[config.mk]
export PLATFORM = sky130hd
export DESIGN_NAME = led_sched
export DESIGN_NICKNAME = d
export VERILOG_FILES = /design/src/rtl/fomu_led_pkg.sv /design/src/rtl/rgb_pwm.sv /design/src/rtl/led_sched.sv
export SDC_FILE = /design/constraint.sdc
export NUM_CORES = 1
export LEC_CHECK = 0
export CAP_MARGIN = 20
export CORE_MARGIN = 2
export CORE_UTILIZATION = 50
export CTS_CLUSTER_DIAMETER = 80
export DETAILED_ROUTE_END_ITERATION = 8
export PLACE_DENSITY = 0.76
export REMOVE_ABC_BUFFERS = 1
export SYNTH_ARGS = -nofsm -noshare
export SYNTH_HDL_FRONTEND = slang
export SYNTH_SLANG_ARGS = --single-unit
[constraint.sdc]
create_clock -name clk -period 7 [get_ports clk]
set_clock_uncertainty 0.15 [all_clocks]
set_input_delay 1.05 -clock clk [delete_from_list [all_inputs] [get_ports clk]]
set_output_delay 1.05 -clock clk [all_outputs]
set_load 0.01 [all_outputs]
[src/rtl/fomu_led_pkg.sv]
// Shared types and constants for the Fomu RGB LED scheduler.
package fomu_led_pkg;

    localparam int PWM_BITS = 8;

    localparam int R_LSB = 16;
    localparam int G_LSB = 8;
    localparam int B_LSB = 0;

    typedef struct packed {
        logic [PWM_BITS-1:0] r;
        logic [PWM_BITS-1:0] g;
        logic [PWM_BITS-1:0] b;
    } rgb_t;

    typedef enum logic [1:0] {
        ST_OFF,
        ST_WARMUP,
        ST_IDLE,
        ST_SHOW
    } state_t;

    function automatic rgb_t unpack_colour(input logic [23:0] c);
        rgb_t res;
        res.r = c[R_LSB +: PWM_BITS];
        res.g = c[G_LSB +: PWM_BITS];
        res.b = c[B_LSB +: PWM_BITS];
        return res;
    endfunction

endpackage

[src/rtl/rgb_pwm.sv]
// Three PWM channels sharing one free-running counter; outputs are registered
// compares so a new duty shows up one cycle after it is presented.
module rgb_pwm
    import fomu_led_pkg::*;
(
    input  logic clk,
    input  logic rst_n,
    input  rgb_t duty,
    output logic red_pwm,
    output logic green_pwm,
    output logic blue_pwm
);

    logic [PWM_BITS-1:0] cnt;

    always_ff @(posedge clk) begin
        if (!rst_n) begin
            cnt       <= '0;
            red_pwm   <= 1'b0;
            green_pwm <= 1'b0;
            blue_pwm  <= 1'b0;
        end else begin
            cnt       <= cnt + 1'b1;
            red_pwm   <= (cnt < duty.r);
            green_pwm <= (cnt < duty.g);
            blue_pwm  <= (cnt < duty.b);
        end
    end

endmodule

[src/rtl/led_sched.sv]
// Round-robin scheduler for the RGB LED driver with current-source power-up
// sequencing and a green heartbeat when no requester owns the LED.
//
// state  | meaning
// OFF    | drivers disabled, one cycle after reset
// WARMUP | CURREN on, waiting for the current reference to settle
// IDLE   | LED enabled, heartbeat shown, arbitrating requests
// SHOW   | granted requester's colour held for its hold time
module led_sched
    import fomu_led_pkg::*;
#(
    parameter int          NREQ          = 2,
    parameter int          CLK_HZ        = 48000000,
    parameter int          TICK_HZ       = 1000,
    parameter int          WARMUP_CYCLES = 4800,
    parameter logic [7:0]  HB_DUTY       = 8'h40,
    parameter int          HB_PERIOD     = 1000
) (
    input  logic              clk,
    input  logic              rst_n,
    input  logic [NREQ-1:0]   req,
    input  logic [24*NREQ-1:0] colour,
    input  logic [16*NREQ-1:0] hold_ms,
    output logic [NREQ-1:0]   grant,
    output logic              done,
    output logic              busy,
    output logic              curren,
    output logic              rgbleden,
    output logic              red_pwm,
    output logic              green_pwm,
    output logic              blue_pwm
);

    localparam int DIV    = CLK_HZ / TICK_HZ;
    localparam int PRE_W  = (DIV > 1) ? $clog2(DIV) : 1;
    localparam int WARM_W = (WARMUP_CYCLES > 1) ? $clog2(WARMUP_CYCLES) : 1;
    localparam int HB_W   = (HB_PERIOD > 1) ? $clog2(HB_PERIOD) : 1;
    localparam int IW     = (NREQ > 1) ? $clog2(NREQ) : 1;

    state_t              state, state_nxt;
    logic [PRE_W-1:0]    pre_cnt;
    logic                tick;
    logic [HB_W-1:0]     hb_cnt;
    logic [WARM_W-1:0]   warm_cnt;
    logic [15:0]         hold_cnt;
    logic [IW-1:0]       win_idx;
    logic [IW-1:0]       ptr;
    logic [IW-1:0]       sel;
    logic                any_req;
    rgb_t                shown;
    rgb_t                duty;

    assign tick    = (pre_cnt == '0);
    assign any_req = |req;

    // First requesting index at or after the rotation pointer.
    always_comb begin : arb
        int  idx;
        logic found;
        sel   = '0;
        found = 1'b0;
        idx   = 0;
        for (int i = 0; i < NREQ; i++) begin
            idx = int'(ptr) + i;
            if (idx >= NREQ) idx = idx - NREQ;
            if (!found && req[idx]) begin
                found = 1'b1;
                sel   = IW'(idx);
            end
        end
    end

    always_comb begin
        state_nxt = state;
        curren    = 1'b0;
        rgbleden  = 1'b0;
        busy      = 1'b0;
        done      = 1'b0;
        grant     = '0;
        duty      = '0;
        case (state)
            ST_OFF: state_nxt = ST_WARMUP;
            ST_WARMUP: begin
                curren = 1'b1;
                if (warm_cnt == '0) state_nxt = ST_IDLE;
            end
            ST_IDLE: begin
                curren   = 1'b1;
                rgbleden = 1'b1;
                duty.g   = (hb_cnt < HB_W'(HB_PERIOD / 2)) ? HB_DUTY : 8'h00;
                if (any_req) state_nxt = ST_SHOW;
            end
            ST_SHOW: begin
                curren   = 1'b1;
                rgbleden = 1'b1;
                busy     = 1'b1;
                grant    = NREQ'(1) << win_idx;
                duty     = shown;
                if (hold_cnt == '0) begin
                    done      = 1'b1;
                    state_nxt = ST_IDLE;
                end
            end
            default: state_nxt = ST_OFF;
        endcase
    end

    always_ff @(posedge clk) begin
        if (!rst_n) begin
            state    <= ST_OFF;
            pre_cnt  <= PRE_W'(DIV - 1);
            hb_cnt   <= '0;
            warm_cnt <= '0;
            hold_cnt <= '0;
            win_idx  <= '0;
            ptr      <= '0;
            shown    <= '0;
        end else begin
            state   <= state_nxt;
            pre_cnt <= tick ? PRE_W'(DIV - 1) : pre_cnt - 1'b1;
            if (tick)
                hb_cnt <= (hb_cnt == HB_W'(HB_PERIOD - 1)) ? '0 : hb_cnt + 1'b1;
            case (state)
                ST_OFF: warm_cnt <= WARM_W'(WARMUP_CYCLES - 1);
                ST_WARMUP: if (warm_cnt != '0) warm_cnt <= warm_cnt - 1'b1;
                ST_IDLE: if (any_req) begin
                    win_idx  <= sel;
                    ptr      <= (sel == IW'(NREQ - 1)) ? '0 : sel + 1'b1;
                    shown    <= unpack_colour(colour[24*int'(sel) +: 24]);
                    hold_cnt <= hold_ms[16*int'(sel) +: 16];
                end
                ST_SHOW: if (tick && hold_cnt != '0) hold_cnt <= hold_cnt - 1'b1;
                default: ;
            endcase
        end
    end

    rgb_pwm u_pwm (
        .clk       (clk),
        .rst_n     (rst_n),
        .duty      (duty),
        .red_pwm   (red_pwm),
        .green_pwm (green_pwm),
        .blue_pwm  (blue_pwm)
    );

endmodule
# After elaboration in Yosys (flattened, before gate mapping)
# Cells that the tools add are included.
dict set report classes {
  muxes 32
  n_bitwise 1
  add_sub_neg 9
  n_eq_ne 9
  shift 3
  magnitude_cmp 8
  mul 1
  n_reduce_logical 19
}
# operator n
set ops {}
lappend ops {{$lt 32x3->1 const B} 2}
lappend ops {{$mux 32} 2}
lappend ops {{$shiftx 48x7->24} 1}
lappend ops {{$logic_not 16->1} 2}
lappend ops {{$mux 16} 2}
lappend ops {{$pmux 16 s2} 1}
lappend ops {{$shiftx 32x6->16} 1}
lappend ops {{$sub 16x1->16 const B} 2}
lappend ops {{$pmux 13 s2} 1}
lappend ops {{$lt 8x8->1} 3}
lappend ops {{$mux 8} 2}
lappend ops {{$pmux 8 s2} 1}
lappend ops {{$reduce_bool 16->1} 1}
lappend ops {{$mux 1} 15}
lappend ops {{$logic_not 13->1} 1}
lappend ops {{$mux 13} 1}
lappend ops {{$reduce_bool 13->1} 1}
lappend ops {{$sub 13x1->13 const B} 1}
lappend ops {{$add 10x1->10 const B} 1}
lappend ops {{$eq 10x10->1 const B} 1}
lappend ops {{$lt 10x9->1 const B} 1}
lappend ops {{$mux 10} 1}
lappend ops {{$ne 2x2->1 const B} 5}
lappend ops {{$add 8x1->8 const B} 1}
lappend ops {{other kinds (22)} 32}
dict set report word_totals {
  ff_bits 94
  input_bits 84
}

# Depth between registers and ports, before layout
dict set report logic_depth {
  depth_word 12
  ltp_mapped 12
}

# Cells and area by module
# From an unflattened synthesis, not the netlist that was laid out.
dict set report hier_totals {
  hier_cells 642
  hier_area_um2 5390.2
}
# mod area_per_inst_um2 seq_area_each_um2 cells_per_inst instances
set modules_own_cells {}
lappend modules_own_cells {led_sched 4508.1 1661.6 541 1}
lappend modules_own_cells {rgb_pwm 882.1 220.2 101 1}

# Worst setup path before layout
# OpenSTA, ideal clock, no wires.
dict set report synth_timing {
  path_kind {register to output}
  startpoint {register hold_cnt[7]}
  endpoint {output done}
  slack_ns 4.202
  path_buffers 1
  path_stages_with_launch 5
  arrival_ns 1.598
  cell_sequence {dfxtp_1 -> or4_1 -> clkdlybuf4s15_2 -> nor4_4 -> and3_1}
}
dict set report synth_between {
  elab_chain_len 3
}
# element line_no
set synth_rtl {}
lappend synth_rtl {{start: declaration} led_sched.sv:45} ;# logic [15:0] hold_cnt;
lappend synth_rtl {{start signal: assignment} led_sched.sv:130} ;# hold_cnt <= hold_ms[16*int'(sel) +: 16];
lappend synth_rtl {{start signal: assignment} led_sched.sv:132} ;# ST_SHOW: if (tick && hold_cnt != '0) hold_cnt <= hold_cnt - 1'b1;
lappend synth_rtl {{$logic_not 16->1} led_sched.sv:99} ;# if (hold_cnt == '0) begin
lappend synth_rtl {{$mux 1} led_sched.sv:99}
lappend synth_rtl {{$mux 1} led_sched.sv:81} ;# case (state)
lappend synth_rtl {{end: declaration} led_sched.sv:25} ;# output logic done,
# Every way passes these cells.

# Worst setup path after layout
dict set report layout_timing {
  startpoint {register state[1]}
  endpoint {output done}
}
dict set report layout_between {
  elab_chain_len 2
}
# element line_no
set layout_rtl {}
lappend layout_rtl {{start: declaration} led_sched.sv:40} ;# state_t state, state_nxt;
lappend layout_rtl {{start signal: assignment} led_sched.sv:119} ;# state <= state_nxt;
lappend layout_rtl {{$eq 2x2->1} led_sched.sv:81}
lappend layout_rtl {{$mux 1} led_sched.sv:81}
# Every way passes these cells.

==> flow_summary_export.csv <==
group,metric,value,unit
outcome,outcome,"finished clean",
sta,fin_crit,3.80,ns
hold_path,min_path_type,"flop to flop",
routing,ant_nets,0,
cells_and_area,antenna_cells,0,
worst_setup_path,cp_max_fo,37,
placed_design,dp_cells,846,
floorplanning,die_h,107,um
synth,synthFlopType,"dfxtp_1",
worst_setup_path,reg2reg_depth,7,
power,p_total,1.11,mW
clock_network,ctsHtreeMaxLevel,3,
sta,whs,0.269,ns
synth,async_flop_share,0,%
worst_setup_path,r2r-start,"pre_cnt[0]$_SDFF_PP1_",
sta,max_freq,263,MHz
clock_network,path_clk_slew,0.08,ns
grt,grt_usage,24.7,%
synth,synth_warnings,0,
sta,setup_tns,0,ns
synth,ys_types,62,
clock_network,cts-hold-fix-buffers,0,
cells_and_area,layout_commonest_cell,"dfxtp_1",
grt,first_global_vias,4985,
routing,drt_wl_total,13.8,mm
synth,netlist.area_leader.share,35.2,%
synth,synth-seq-cells,94,
sta,hold_violations,0,
routing,vias,5084,
floorplanning,initial_core_util,51.5,%
synth,syn-instance-count,649,
grt,grt_antenna_before_repair,0,
synth,yosysTopAreaCell,"dfxtp_1",
cells_and_area,drive_above_1_share,6.06,%
worst_setup_path,cp-startpoint,"state[1]$_SDFFE_PN0P_",
floorplanning,die_w,107,um
power,cellPowerDensity,170,nW/um2
synth,seq_area_frac_synth,35.2,%
clock_network,clockRootBuffer,"clkbuf_8",
power,p_leak,2.40,nW
sta,rsz0062_at_grt,"false",
sta,tightestPinTransition,0.755,ns
sta,slew_viol_final,0,
power,ir_worst_vdd,0.112,mV
sta,relSlewSlack,49.7,%
cells_and_area,final_cell_mix,"dfxtp_1 (94), clkdlybuf4s50_1 (92), nor2_1 (78)",
worst_setup_path,worst_setup_path_start_kind,"flop",
floorplanning,rows,37,
sta,finalCritPeriodShare,54.3,%
placed_design,routabilityCongestion,0.883,
grt,grt_first_pass_wirelength,23.2,mm
floorplanning,die_area,11500,um2
grt,overflow,0,
routing,drc,0,
hold_path,whs_path_depth,1,
clock_network,ctsLongestPathBuffers,2,
clock_network,cts_resized,0,
synth,avgSynthCellArea,8.24,um2
cells_and_area,synthToLayoutAreaGrowth,22.3,%
worst_setup_path,end_kind,"output pin",
placed_design,io_buffers,92,
synth,synth.top_cells.by_area,"dfxtp_1 (35%), ha_1 (6.3%), mux2i_1 (5.6%), nor2_1 (5.5%), nand2_1 (4.4%)",
clock_network,clock_sinks,94,
worst_setup_path,worstPathArrival,2.60,ns
worst_setup_path,path_class,"flop to output pin",
clock_network,cts_buffers,9,
clock_network,insertion_delay,0.36,ns
sta,finalSetupViolCount,0,
routing,wl_per_cell,16.1,um
routing,vias_per_cell,5.90,
clock_network,cts_tree,"done",
hold_path,hp-start,"pre_cnt[0]$_SDFF_PP1_",
clock_network,cts_setup_buffers,0,
synth,synth_edf_count,0,
floorplanning,ios,93,
placed_design,post-dp-hpwl,9.86,mm
synth,synth.cell_area,5350,um2
cells_and_area,stdcell_count,862,
worst_setup_path,required,5.80,ns
routing,initialDrtViolationCount,285,
grt,grt_max_degree,49,
run,maxCapViolations,0,
cells_and_area,nets,832,
floorplanning,core_area,10400,um2
routing,dr.pass1.iters,4,
metrics by stage:
| stage | worst slack, ns | util, % | area (um2) |
|---|---|---|---|
| after floorplan | 2.02 | - | 5190 |
| after global placement | 3.46 | 61.1 | 6340 |
| after detailed placement | 3.28 | 61.1 | 6340 |
| after CTS | 3.19 | 63.0 | 6540 |
| after global routing | 2.97 | 63.0 | 6540 |
| final | 3.20 | 63.0 | 6540 |
cell usage after synthesis, types with 4 or more instances:
library cell	n
o21ai_0	21
nor2b_1	4
a21oi_1	46
nand2b_1	6
and3_1	8
o32ai_1	8
a31oi_1	5
nand4_1	5
nor3_1	22
and4_1	7
dfxtp_1	94
o31ai_1	4
nand3_1	19
ha_1	27
or3_1	12
xnor2_1	21
a211oi_1	30
a21boi_0	4
mux2_2	7
buf_2	4
mux2i_1	30
o21a_1	4
xor2_1	6
or4_1	7
nand2_1	63
nor2_1	78
inv_1	16
clkbuf_1	29
nor4_1	11
layer usage:
layer / up-vias / GRT usage (%) / routed length (um)
met5: - / 0 / 0
met4: 0 / 9.89 / 340
met3: 25 / 3.57 / 926
met2: 197 / 42.4 / 6580
met1: 2340 / 31.2 / 6000
li1: 2522 / - / -
cell type report:
cell class	count	area, um2
clock buffer	12	155
clock inverter	4	45.0
fill	923	3830
inverter	17	63.8
multi-input combinational	501	3260
sequential	94	1880
tap	136	170
timing repair buffer	98	966
report_power, final:
part / total [mW] / switching [mW] / internal [mW]
clock: 0.369 / 0.186 / 0.183
combinational: 0.177 / 0.0822 / 0.0945
sequential: 0.566 / 0.0168 / 0.549
total: 1.11 / 0.285 / 0.827
cell families (layout without fill, tap and decap cells):
family	Yosys count	count (layout)	share of synthesized area [%]
simple gates	270	270	26.1
compound gates	140	140	16.8
flops	94	94	35.2
buf+inv	54	131	4.03
mux	37	37	7.09
fa+ha+maj	27	27	6.32
xor+xnor	27	27	4.42
worst max-delay path, cell delays in order (launching register included):
cell and delay, ns:
dfxtp_1 0.70, nand2_1 0.10, buf_4 0.25, clkinv_1 0.07
buf_4 0.35, and3_1 0.22, clkdlybuf4s50_1 0.53
final timing paths:
kind | slack, ns | endpoint
setup / recovery | 3.20 | done
hold / removal | 0.27 | pre_cnt[0]$_SDFF_PP1_
setup reg to reg | 4.15 | hold_cnt[13]$_SDFFE_PN0P_
hold reg to reg | 0.27 | pre_cnt[0]$_SDFF_PP1_
flip-flops by register name, indices dropped and copies added, names as in the netlist, 2 cells and up:
register,count
hb_cnt,10
hold_cnt,16
pre_cnt,16
shown,24
state,2
u_pwm.cnt,8
warm_cnt,13
Power figures use the tool's default switching activity.
